[src/rtl/spike_rr_scheduler.sv]
// Round-robin spike scheduler: arbitrates N_IN requesters onto one weight ROM and one
// integrate-and-fire accumulator with threshold, saturation and refractory handling.
module spike_rr_scheduler #(
  parameter int unsigned         N_IN       = 8,
  parameter int unsigned         W_BITS     = 8,
  parameter int unsigned         ACC_BITS   = 11,
  parameter logic [ACC_BITS-1:0] THETA      = 11'h1FF,
  parameter int unsigned         REFRACTORY = 50000
) (
  input  logic                              clk,
  input  logic                              resetn,
  input  logic [N_IN-1:0]                   spikes_in,
  output logic [N_IN-1:0]                   acks_out,
  output logic [((N_IN > 1) ? $clog2(N_IN) : 1)-1:0] rom_addr,
  output logic                              rom_rd_en,
  input  logic [W_BITS-1:0]                 rom_data,
  output logic                              spike_out,
  output logic [ACC_BITS-1:0]               potential_out,
  output logic                              busy
);

  localparam int unsigned AW = (N_IN > 1) ? $clog2(N_IN) : 1;
  localparam int unsigned RW = (REFRACTORY > 0) ? $clog2(REFRACTORY + 1) : 1;

  typedef enum logic [1:0] {StIdle, StRead, StAccum, StAck} state_e;

  state_e              state_q, state_d;
  logic [AW-1:0]       rr_q, rr_d;
  logic [AW-1:0]       grant_q, grant_d;
  logic [N_IN-1:0]     acks_q, acks_d;
  logic [AW-1:0]       rom_addr_q, rom_addr_d;
  logic                rom_rd_en_q, rom_rd_en_d;
  logic                spike_q, spike_d;
  logic [ACC_BITS-1:0] pot_q, pot_d;
  logic [RW-1:0]       refr_q, refr_d;

  logic [AW-1:0]       pick;
  logic [AW-1:0]       idx_w;
  int unsigned         idx;
  logic                found;
  logic [ACC_BITS:0]   sum;
  logic [ACC_BITS-1:0] sat;
  logic                refractory;

  assign refractory = (refr_q != '0);

  // First requester at or above the rr pointer, wrapping to 0.
  always_comb begin
    pick  = rr_q;
    found = 1'b0;
    idx   = 0;
    idx_w = '0;
    for (int unsigned i = 0; i < N_IN; i++) begin
      idx   = (32'(rr_q) + i) % N_IN;
      idx_w = AW'(idx);
      if (!found && spikes_in[idx_w]) begin
        found = 1'b1;
        pick  = idx_w;
      end
    end
  end

  always_comb begin
    sum = {1'b0, pot_q} + (ACC_BITS + 1)'(rom_data);
    sat = sum[ACC_BITS] ? {ACC_BITS{1'b1}} : sum[ACC_BITS-1:0];
  end

  always_comb begin
    state_d     = state_q;
    rr_d        = rr_q;
    grant_d     = grant_q;
    acks_d      = acks_q;
    rom_addr_d  = rom_addr_q;
    rom_rd_en_d = 1'b0;
    spike_d     = 1'b0;
    pot_d       = pot_q;
    refr_d      = refractory ? refr_q - RW'(1) : refr_q;
    unique case (state_q)
      StIdle: begin
        if (found) begin
          grant_d = pick;
          if (refractory) begin
            // Weight is discarded: acknowledge straight away without touching the ROM.
            acks_d  = N_IN'(1) << pick;
            state_d = StAck;
          end else begin
            rom_rd_en_d = 1'b1;
            rom_addr_d  = pick;
            state_d     = StRead;
          end
        end
      end
      StRead: state_d = StAccum;
      StAccum: begin
        if (sat > THETA) begin
          pot_d   = '0;
          spike_d = 1'b1;
          refr_d  = RW'(REFRACTORY);
        end else begin
          pot_d = sat;
        end
        acks_d  = N_IN'(1) << grant_q;
        state_d = StAck;
      end
      StAck: begin
        if (!spikes_in[grant_q]) begin
          acks_d  = '0;
          rr_d    = (32'(grant_q) == N_IN - 1) ? '0 : grant_q + AW'(1);
          state_d = StIdle;
        end
      end
      default: state_d = StIdle;
    endcase
  end

  always_ff @(posedge clk or negedge resetn) begin
    if (!resetn) begin
      state_q     <= StIdle;
      rr_q        <= '0;
      grant_q     <= '0;
      acks_q      <= '0;
      rom_addr_q  <= '0;
      rom_rd_en_q <= 1'b0;
      spike_q     <= 1'b0;
      pot_q       <= '0;
      refr_q      <= '0;
    end else begin
      state_q     <= state_d;
      rr_q        <= rr_d;
      grant_q     <= grant_d;
      acks_q      <= acks_d;
      rom_addr_q  <= rom_addr_d;
      rom_rd_en_q <= rom_rd_en_d;
      spike_q     <= spike_d;
      pot_q       <= pot_d;
      refr_q      <= refr_d;
    end
  end

  assign acks_out      = acks_q;
  assign rom_addr      = rom_addr_q;
  assign rom_rd_en     = rom_rd_en_q;
  assign spike_out     = spike_q;
  assign potential_out = pot_q;
  assign busy          = (state_q != StIdle);

endmodule

[config.mk]
export PLATFORM = sky130hd
export DESIGN_NAME = spike_rr_scheduler
export DESIGN_NICKNAME = d
export VERILOG_FILES = /design/src/rtl/spike_rr_scheduler.sv
export SDC_FILE = /design/constraint.sdc
export NUM_CORES = 1
export LEC_CHECK = 0
export ABC_CLOCK_PERIOD_IN_PS = 3700
export CAP_MARGIN = 20
export CORE_MARGIN = 5
export CORE_UTILIZATION = 58
export CTS_BUF_LIST = sky130_fd_sc_hd__clkbuf_8
export CTS_CLUSTER_SIZE = 10
export DETAILED_ROUTE_END_ITERATION = 10
export GPL_TIMING_DRIVEN = 0
export PLACE_DENSITY = 0.87
export SYNTH_ARGS = -nofsm -noshare
export SYNTH_HDL_FRONTEND = slang
export SYNTH_SLANG_ARGS = --single-unit
[constraint.sdc]
create_clock -name clk -period 3.7 [get_ports clk]
set_input_delay 0.74 -clock clk [delete_from_list [all_inputs] [get_ports clk]]
set_output_delay 0.74 -clock clk [all_outputs]
set_load 0.02 [all_outputs]
==> impl_metrics.sql, run 1 <==
INSERT INTO impl_metrics (metric_group, metric, value, unit) VALUES
('logic_synthesis', 'number_of_synthesized_flops_with_an_enable_pin', '0', ''),
('detailed_routing', 'totalWireLength', '8590', 'microns'),
('finish', 'multi_input_comb_area', '2300', 'sq um'),
('timing', 'report.final.setup_viol', '0', ''),
('timing', 'timing.fmax', '283', 'MHz'),
('power', 'cellPowerDensity', '1010', 'nW/um^2'),
('global_routing', 'grt_pass1_wl', '14200', 'microns'),
('clocking', 'htreeDepth', '2', ''),
('floorplan', 'floorplan.io_pins', '43', ''),
('finish', 'finish.net_count', '443', ''),
('power', 'internal_power_of_the_cells', '2.45', 'mW'),
('placed_design', 'placement.io_buffers', '42', ''),
('critical_path', 'timing.critical_path.fanout_max', '10', ''),
('finish', 'final_common_cell', 'sky130_fd_sc_hd__dfrtp_1', ''),
('critical_path', 'end_kind', 'register', ''),
('global_routing', 'grt_antenna_before_repair', '0', ''),
('logic_synthesis', 'synth_async_sr_flop_share', '1.00', ''),
('timing', 'worst_clock_skew', '0.0129', 'ns'),
('detailed_routing', 'routed-via-count', '2980', ''),
('detailed_routing', 'drcViolationCount', '0', ''),
('logic_synthesis', 'synth_fp_nets', '389', ''),
('timing', 'slew_headroom', '0.507', ''),
('clocking', 'clk_pin_slew_worst_paths', '0.09', 'ns'),
('global_routing', 'grt_overflow', '0', ''),
('global_routing', 'grt_start_max_net_pins', '42', ''),
('finish', 'fillerInstances', '389', ''),
('detailed_routing', 'wire_per_inst', '17.8', 'microns'),
('power', 'share_seq_of_total_power', '0.204', ''),
('critical_path', 'critical_path_required', '3.90', 'ns'),
('logic_synthesis', 'synthCells', '352', ''),
('clocking', 'clk_root_buffer_cell', 'sky130_fd_sc_hd__clkbuf_8', ''),
('logic_synthesis', 'synth.ff_latch_count', '48', ''),
('detailed_routing', 'detail_route.first_pass.iterations', '4', ''),
('critical_path', 'reg2reg_depth', '14', ''),
('placed_design', 'post-dp-hpwl', '6130', 'microns'),
('clocking', 'clk_latency', '0.31', 'ns'),
('logic_synthesis', 'syn_area', '3590', 'sq um'),
('timing', 'final.setup.tns', '0', 'ns'),
('critical_path', 'timing.rr.end', 'acks_out[2]$_DFFE_PN0P_', ''),
('global_routing', 'first_global_vias', '2975', ''),
('clocking', 'clock-sinks', '48', ''),
('floorplan', 'initial_core_util', '0.600', ''),
('critical_path', 'r2r-start', 'rr_q[0]$_DFFE_PN0P_', ''),
('timing', 'layout_setup_ws', '0.167', 'ns'),
('finish', 'mostFrequentLayoutCells', '48 x sky130_fd_sc_hd__dfrtp_1, 41 x sky130_fd_sc_hd__clkdlybuf4s50_1, 26 x sky130_fd_sc_hd__nand2_1', ''),
('timing', 'final_min_period_over_clock_period', '0.955', ''),
('logic_synthesis', 'seq_area_frac_synth', '0.334', ''),
('floorplan', 'floorplan.core_area', '5990', 'sq um'),
('power', 'power.static_leakage', '1.84', 'nW'),
('power', 'power.switching', '1.99', 'mW'),
('power', 'power.switching_fraction', '0.448', ''),
('timing', 'timing_worst_slew_pin_value', '0.733', 'ns'),
('flow_run', 'max_cap_violations', '0', ''),
('power', 'power.ir.vdd_worst', '565', 'uV'),
('floorplan', 'die_area', '7870', 'sq um'),
('placed_design', 'gp_routability_congestion', '0.859', ''),
('placed_design', 'place_worst_setup_slack', '-0.279', 'ns'),
('detailed_routing', 'postRouteAntennaNets', '0', ''),
('clocking', 'cts_inserted_buffers', '5', ''),
('global_routing', 'global_route.usage.total', '0.230', ''),
('logic_synthesis', 'synth.distinct_cells', '61', ''),
('timing', 'final-max-slew-violation-count', '0', ''),
('outcome', 'run_status', 'completed', ''),
('detailed_routing', 'drt-initial-drc-count', '257', ''),
('clocking', 'clockBufferDepth', '2', ''),
('power', 'share_clk_of_total_power', '0.105', ''),
('critical_path', 'critical_path.startpoint_type', 'register', ''),
('logic_synthesis', 'synthesis_warnings', '0', ''),
('logic_synthesis', 'synth_top_flop_cell', 'sky130_fd_sc_hd__dfrtp_1', ''),
('floorplan', 'dieWidth', '88.7', 'microns'),
('floorplan', 'die_height', '88.7', 'microns');
==> how the worst max path moves through the flow <==
stage / startpoint / to / slack [ns] / cells after the start
after floorplan: rr_q[0]$_DFFE_PN0P_ / acks_out[0]$_DFFE_PN0P_ / 0.37 / 14
after global placement: rom_data[0] / potential_out[8]$_DFFE_PN0P_ / -0.18 / 14
after detailed placement: rom_data[0] / refr_q[3]$_DFF_PN0_ / -0.28 / 15
after CTS: rom_data[0] / refr_q[3]$_DFF_PN0_ / 0.01 / 15
after global routing: rr_q[0]$_DFFE_PN0P_ / acks_out[6]$_DFFE_PN0P_ / -0.008 / 15
final: rr_q[0]$_DFFE_PN0P_ / acks_out[2]$_DFFE_PN0P_ / 0.17 / 14
==> power by group through the flow <==
stage	Clock, mW	Combinational (mW)	Sequential, mW
floorplan	0	2.09	0.941
global placement	0	2.68	0.888
detailed placement	0	2.78	0.906
CTS	0.469	2.87	0.895
global route	0.488	3.34	0.932
finish	0.466	3.07	0.907
==> cell type report <==
class	instances	share of cell area
Multi-Input combinational cell	267	0.523
Timing Repair Buffer	49	0.109
Inverter	22	0.0191
Clock inverter	3	0.0157
Buffer	13	0.0222
Tap cell	75	0.0214
Clock buffer	5	0.0157
Sequential cell	48	0.274
==> timing repair <==
action                     4_1_cts  5_1_grt
hold buffers                     0        0
pin swaps                        0        3
gates resized for setup          6       16
buffers inserted                 0        6
setup endpoints to repair       15       34
==> per-layer routing <==
layer | wire length, microns | global-route usage
met5 | 0 | 0
met4 | 135 | 0.0659
met3 | 618 | 0.0484
met2 | 4260 | 0.379
met1 | 3570 | 0.306
==> Yosys cell counts (3+ instances only) <==
| cell | n | share of area |
|---|---|---|
| sky130_fd_sc_hd__a22o_1 | 8 | 0.019 |
| sky130_fd_sc_hd__o31ai_1 | 3 | 0.0063 |
| sky130_fd_sc_hd__o21ai_1 | 6 | 0.0084 |
| sky130_fd_sc_hd__o21bai_1 | 4 | 0.0084 |
| sky130_fd_sc_hd__nor3_2 | 3 | 0.0084 |
| sky130_fd_sc_hd__o211ai_1 | 3 | 0.0063 |
| sky130_fd_sc_hd__mux4_2 | 15 | 0.094 |
| sky130_fd_sc_hd__mux2_1 | 3 | 0.0094 |
| sky130_fd_sc_hd__nand3_1 | 9 | 0.013 |
| sky130_fd_sc_hd__xor2_1 | 5 | 0.012 |
| sky130_fd_sc_hd__dfrtp_1 | 48 | 0.33 |
| sky130_fd_sc_hd__nand2b_1 | 7 | 0.012 |
| sky130_fd_sc_hd__nor2b_1 | 5 | 0.0087 |
| sky130_fd_sc_hd__and2_1 | 6 | 0.010 |
| sky130_fd_sc_hd__mux2_4 | 3 | 0.013 |
| sky130_fd_sc_hd__mux2i_1 | 15 | 0.042 |
| sky130_fd_sc_hd__o21ai_0 | 6 | 0.0084 |
| sky130_fd_sc_hd__a31oi_1 | 3 | 0.0052 |
| sky130_fd_sc_hd__buf_6 | 3 | 0.0094 |
| sky130_fd_sc_hd__nand4_1 | 4 | 0.0070 |
| sky130_fd_sc_hd__clkbuf_1 | 7 | 0.0073 |
| sky130_fd_sc_hd__xnor2_1 | 18 | 0.044 |
| sky130_fd_sc_hd__nor2_1 | 24 | 0.025 |
| sky130_fd_sc_hd__o2bb2ai_1 | 8 | 0.019 |
| sky130_fd_sc_hd__inv_1 | 19 | 0.020 |
| sky130_fd_sc_hd__buf_2 | 3 | 0.0042 |
| sky130_fd_sc_hd__a21oi_1 | 13 | 0.018 |
| sky130_fd_sc_hd__nand2_1 | 26 | 0.027 |
| sky130_fd_sc_hd__nor3_1 | 5 | 0.0070 |
| sky130_fd_sc_hd__nor4_1 | 4 | 0.0070 |
| sky130_fd_sc_hd__mux2_2 | 9 | 0.028 |
| sky130_fd_sc_hd__ha_1 | 18 | 0.063 |
| sky130_fd_sc_hd__a211oi_1 | 3 | 0.0063 |
==> logic make-up after synthesis <==
kind of cell	synth area share
AOI/OAI and AO/OA	0.142
xor gates and xnor gates	0.0560
adders and majority gates	0.0682
buffers and inverters	0.0480
DFF	0.334
muxes	0.196
and+or+nand+nor	0.155
==> per-stage QoR <==
step | cell area, sq um | std cells | total power, mW | hold WS (ns) | util
floorplan | 3590 | 352 | 3.03 | 0.444 | -
global placement | 4110 | 469 | 3.56 | 0.493 | 0.686
detailed placement | 4120 | 470 | 3.68 | 0.488 | 0.688
CTS | 4290 | 478 | 4.23 | 0.265 | 0.716
global route | 4390 | 482 | 4.76 | 0.271 | 0.733
finish | 4390 | 482 | 4.44 | 0.260 | 0.733
==> registers in the layout (all words and copies together), names as in the netlist <==
name	flops
potential_out	11
acks_out	8
rr_q	3
grant_q	3
state_q	2
spike_out	1
rom_rd_en	1
rom_addr	3
refr_q	16
==> worst max-delay path: stages (launching register included) <==
cell and delay (ns):
sky130_fd_sc_hd__dfrtp_1 0.40, sky130_fd_sc_hd__buf_6 0.18, sky130_fd_sc_hd__buf_8 0.18, sky130_fd_sc_hd__inv_1 0.06
sky130_fd_sc_hd__ha_1 0.29, sky130_fd_sc_hd__buf_6 0.13, sky130_fd_sc_hd__mux4_2 0.58, sky130_fd_sc_hd__mux2_2 0.32
sky130_fd_sc_hd__nand2b_1 0.23, sky130_fd_sc_hd__a21oi_1 0.20, sky130_fd_sc_hd__o21ai_1 0.08, sky130_fd_sc_hd__o21ai_1 0.23
sky130_fd_sc_hd__mux2i_2 0.15, sky130_fd_sc_hd__nor2b_1 0.18, sky130_fd_sc_hd__a22o_1 0.20
Power figures use the tool's default switching activity.
==> run 2: changes to the inputs <==
==> config.mk (replaced) <==
export PLATFORM = sky130hd
export DESIGN_NAME = spike_rr_scheduler
export DESIGN_NICKNAME = d
export VERILOG_FILES = /design/src/rtl/spike_rr_scheduler.sv
export SDC_FILE = /design/constraint.sdc
export NUM_CORES = 1
export LEC_CHECK = 0
export ABC_CLOCK_PERIOD_IN_PS = 2900
export CAP_MARGIN = 20
export CORE_MARGIN = 5
export CORE_UTILIZATION = 53
export CTS_BUF_LIST = sky130_fd_sc_hd__clkbuf_8
export CTS_CLUSTER_SIZE = 10
export DETAILED_ROUTE_END_ITERATION = 10
export GPL_TIMING_DRIVEN = 0
export PLACE_DENSITY = 0.84
export SYNTH_ARGS = -nofsm -noshare
export SYNTH_HDL_FRONTEND = slang
export SYNTH_SLANG_ARGS = --single-unit
==> constraint.sdc (replaced) <==
create_clock -name clk -period 2.9 [get_ports clk]
set_input_delay 0.58 -clock clk [delete_from_list [all_inputs] [get_ports clk]]
set_output_delay 0.58 -clock clk [all_outputs]
set_load 0.02 [all_outputs]
==> run 2 against run 1 <==
The run now ends with setup timing left. Critical path type is now input pin to register. Flip-flop and latch count unchanged. Die area grew 8.3%. Sequential power grew 29%. Utilization is 1.1 points higher.
==> impl_metrics.sql, run 2 (synthesis gave the netlist of run 1 again) <==
INSERT INTO impl_metrics (metric_group, metric, value, unit) VALUES
('outcome', 'run_status', 'finished, violations left', ''),
('outcome', 'violations_in_the_final_reports', 'setup timing', ''),
('finish', 'final_common_cell', 'sky130_fd_sc_hd__dfrtp_1', ''),
('finish', 'finish.net_count', '476', ''),
('global_routing', 'global_route.usage.total', '0.222', ''),
('placed_design', 'placement.cell_area', '4230', 'sq um'),
('critical_path', 'worst_path_largest_cell_delay', '0.58', 'ns'),
('finish', 'areaGrowthSynthToFinish', '38.3', '%'),
('power', 'power.switching_fraction', '0.451', ''),
('critical_path', 'crit_family', 'simple AND/OR/NAND/NOR gates', ''),
('finish', 'largest_reg_flops', '16', ''),
('placed_design', 'post-dp-hpwl', '6130', 'microns'),
('timing', 'final_hold_viol_count', '0', ''),
('timing', 'report.final.setup_viol', '17', ''),
('floorplan', 'floorplan.io_pins', '43', ''),
('power', 'power.ir.vdd_worst', '638', 'uV'),
('placed_design', 'dp.cells', '475', ''),
('timing', 'worst_clock_skew', '0.0134', 'ns'),
('timing', 'setup_repair_after_global_routing_missed_its_margin', 'yes', ''),
('floorplan', 'initial_core_util', '0.538', ''),
('timing', 'final_min_period_over_clock_period', '1.09', ''),
('clocking', 'cts_inserted_buffers', '5', ''),
('detailed_routing', 'drcViolationCount', '0', ''),
('finish', 'non_filler_instances', '520', ''),
('floorplan', 'dieWidth', '92.4', 'microns'),
('power', 'power.static_leakage', '2.07', 'nW'),
('flow_run', 'max_cap_violations', '0', ''),
('global_routing', 'grt_pass1_wl', '15400', 'microns'),
('detailed_routing', 'wire_per_inst', '20.0', 'microns'),
('finish', 'diodes', '0', ''),
('power', 'share_seq_of_total_power', '0.173', ''),
('timing', 'layout_setup_ws', '-0.260', 'ns'),
('power', 'power.switching', '3.04', 'mW'),
('detailed_routing', 'totalWireLength', '10400', 'microns'),
('global_routing', 'first_global_vias', '3260', ''),
('detailed_routing', 'detail_route.first_pass.iterations', '5', ''),
('critical_path', 'reg2reg_depth', '15', ''),
('clocking', 'clockBufferDepth', '2', ''),
('detailed_routing', 'drt-initial-drc-count', '244', ''),
('floorplan', 'row_count', '30', ''),
('hold_path', 'holdCritPathClass', 'input pin to asynchronous set/reset pin', ''),
('critical_path', 'critical_path.startpoint_type', 'input pin', ''),
('power', 'power_frac_comb', '0.764', ''),
('power', 'total_power_consumption_of_the_routed_design', '6.74', 'mW'),
('power', 'share_clk_of_total_power', '0.063', ''),
('critical_path', 'timing.rr.end', 'acks_out[5]$_DFFE_PN0P_', ''),
('critical_path', 'r2r_slack', '-0.25', 'ns'),
('critical_path', 'r2r-start', 'rr_q[0]$_DFFE_PN0P_', ''),
('timing', 'final-max-slew-violation-count', '0', ''),
('global_routing', 'grt_start_max_net_pins', '29', ''),
('critical_path', 'timing.critical_path.fanout_max', '9', ''),
('clocking', 'clock-sinks', '48', ''),
('timing', 'timing_worst_slew_pin_value', '0.878', 'ns'),
('finish', 'top_register', 'refr_q', ''),
('critical_path', 'timing_worst_setup_path_type', 'input pin to register', ''),
('clocking', 'htreeDepth', '2', ''),
('global_routing', 'grt_overflow', '0', ''),
('placed_design', 'placement.io_buffers', '42', ''),
('global_routing', 'grt_antenna_before_repair', '0', ''),
('clocking', 'clk_pin_slew_worst_paths', '0.10', 'ns'),
('critical_path', 'critical_path_required', '3.11', 'ns'),
('detailed_routing', 'routed-via-count', '3325', ''),
('critical_path', 'end_kind', 'register', ''),
('timing', 'timing.fmax', '316', 'MHz'),
('finish', 'mostFrequentLayoutCells', '48 x sky130_fd_sc_hd__dfrtp_1, 32 x sky130_fd_sc_hd__clkdlybuf4s50_1, 31 x sky130_fd_sc_hd__buf_4', ''),
('detailed_routing', 'detail_route.vias_per_cell', '6.39', ''),
('clocking', 'clk_root_buffer_cell', 'sky130_fd_sc_hd__clkbuf_8', ''),
('critical_path', 'crit_buf_inv', '2', ''),
('floorplan', 'die_height', '92.4', 'microns'),
('placed_design', 'place_worst_setup_slack', '-0.911', 'ns'),
('critical_path', 'cpMaxStageDelayCell', 'sky130_fd_sc_hd__mux4_2', ''),
('floorplan', 'die_area', '8530', 'sq um'),
('finish', 'finish.instance_area', '4970', 'sq um'),
('clocking', 'cts_tree', 'done', ''),
('placed_design', 'gp_routability_congestion', '0.915', ''),
('timing', 'slew_headroom', '0.410', ''),
('power', 'internal_power_of_the_cells', '3.70', 'mW'),
('critical_path', 'path_cells', 'clkdlybuf4s50_1, mux4_2, nor2_1, o2bb2ai_4, nand3_4, nor3b_4, o21ai_1, nand2_1, buf_6, nor3b_2, a22o_1', ''),
('timing', 'period_minus_slack', '3.16', 'ns'),
('floorplan', 'floorplan.core_area', '6680', 'sq um'),
('critical_path', 'critical_path_data_arrival_time', '3.37', 'ns'),
('finish', 'drive_gt1_frac', '0.343', ''),
('power', 'cellPowerDensity', '1360', 'nW/um^2'),
('clocking', 'clk_latency', '0.31', 'ns'),
('detailed_routing', 'postRouteAntennaNets', '0', '');
## run 2: changes by cell type in the layout (fill, tap and decap cells not counted), moves of 4 or more
cell / before / now
sky130_fd_sc_hd__ha_1: 18 / 14
sky130_fd_sc_hd__a21oi_1: 13 / 9
sky130_fd_sc_hd__a21oi_2: 0 / 4
sky130_fd_sc_hd__mux2_4: 3 / 10
sky130_fd_sc_hd__buf_6: 4 / 8
sky130_fd_sc_hd__buf_4: 7 / 31
sky130_fd_sc_hd__inv_1: 19 / 15
sky130_fd_sc_hd__ha_4: 0 / 4
sky130_fd_sc_hd__dlygate4sd2_1: 0 / 8
sky130_fd_sc_hd__nor2_1: 23 / 16
sky130_fd_sc_hd__clkdlybuf4s50_1: 41 / 32
sky130_fd_sc_hd__mux2_2: 9 / 5
sky130_fd_sc_hd__nor2_4: 0 / 8
## run 2: power groups by stage
stage	registers [mW]	clock network [mW]	logic [mW]
after floorplan	1.20	0	2.88
after global placement	1.13	0	3.66
after detailed placement	1.15	0	3.77
after CTS	1.14	0.427	4.54
after global routing	1.20	0.457	5.46
final	1.17	0.426	5.15
## run 2: timing repair
item                                    CTS  global route
buffers inserted                         28             8
pin swaps                                22            25
cloned                                    1             1
hold buffers                              0             0
endpoints found under the setup margin   43            43
resized for setup                        47            42
## run 2: layout make-up
| cell class | instances | area [sq um] |
|---|---|---|
| fill | 411 | 1710 |
| sequential | 48 | 1200 |
| buffer | 14 | 143 |
| multi-input combinational | 267 | 2590 |
| clock buffer | 6 | 82.6 |
| clock inverter | 2 | 10.0 |
| inverter | 22 | 92.6 |
| timing repair buffer | 81 | 748 |
| tap | 80 | 100 |
## run 2: routing by layer
| metal | up-vias | GRT usage | share of wire |
|---|---|---|---|
| met3 | 48 | 0.0333 | 0.065 |
| met5 | - | 0 | 0 |
| met4 | 0 | 0.0891 | 0.036 |
| li1 | 1471 | - | - |
| met1 | 1622 | 0.284 | 0.39 |
| met2 | 184 | 0.377 | 0.51 |
## run 2: how the worst max path moves through the flow
stage	endpoint	cells past startpoint	start
finish	acks_out[5]$_DFFE_PN0P_	11	spikes_in[1]
CTS	acks_out[5]$_DFFE_PN0P_	13	rr_q[0]$_DFFE_PN0P_
global placement	refr_q[12]$_DFF_PN0_	15	rom_data[0]
detailed placement	refr_q[12]$_DFF_PN0_	15	rom_data[0]
floorplan	acks_out[4]$_DFFE_PN0P_	14	rr_q[0]$_DFFE_PN0P_
global route	acks_out[0]$_DFFE_PN0P_	14	rr_q[0]$_DFFE_PN0P_
## run 2: per-stage QoR
step	setup TNS [ns]	hold WS, ns	utilization
floorplan	-2.45	0.284	-
global placement	-27.20	0.490	0.631
detailed placement	-26.78	0.485	0.633
CTS	-2.26	0.232	0.706
global route	-6.11	0.263	0.744
finish	-3.61	0.222	0.744
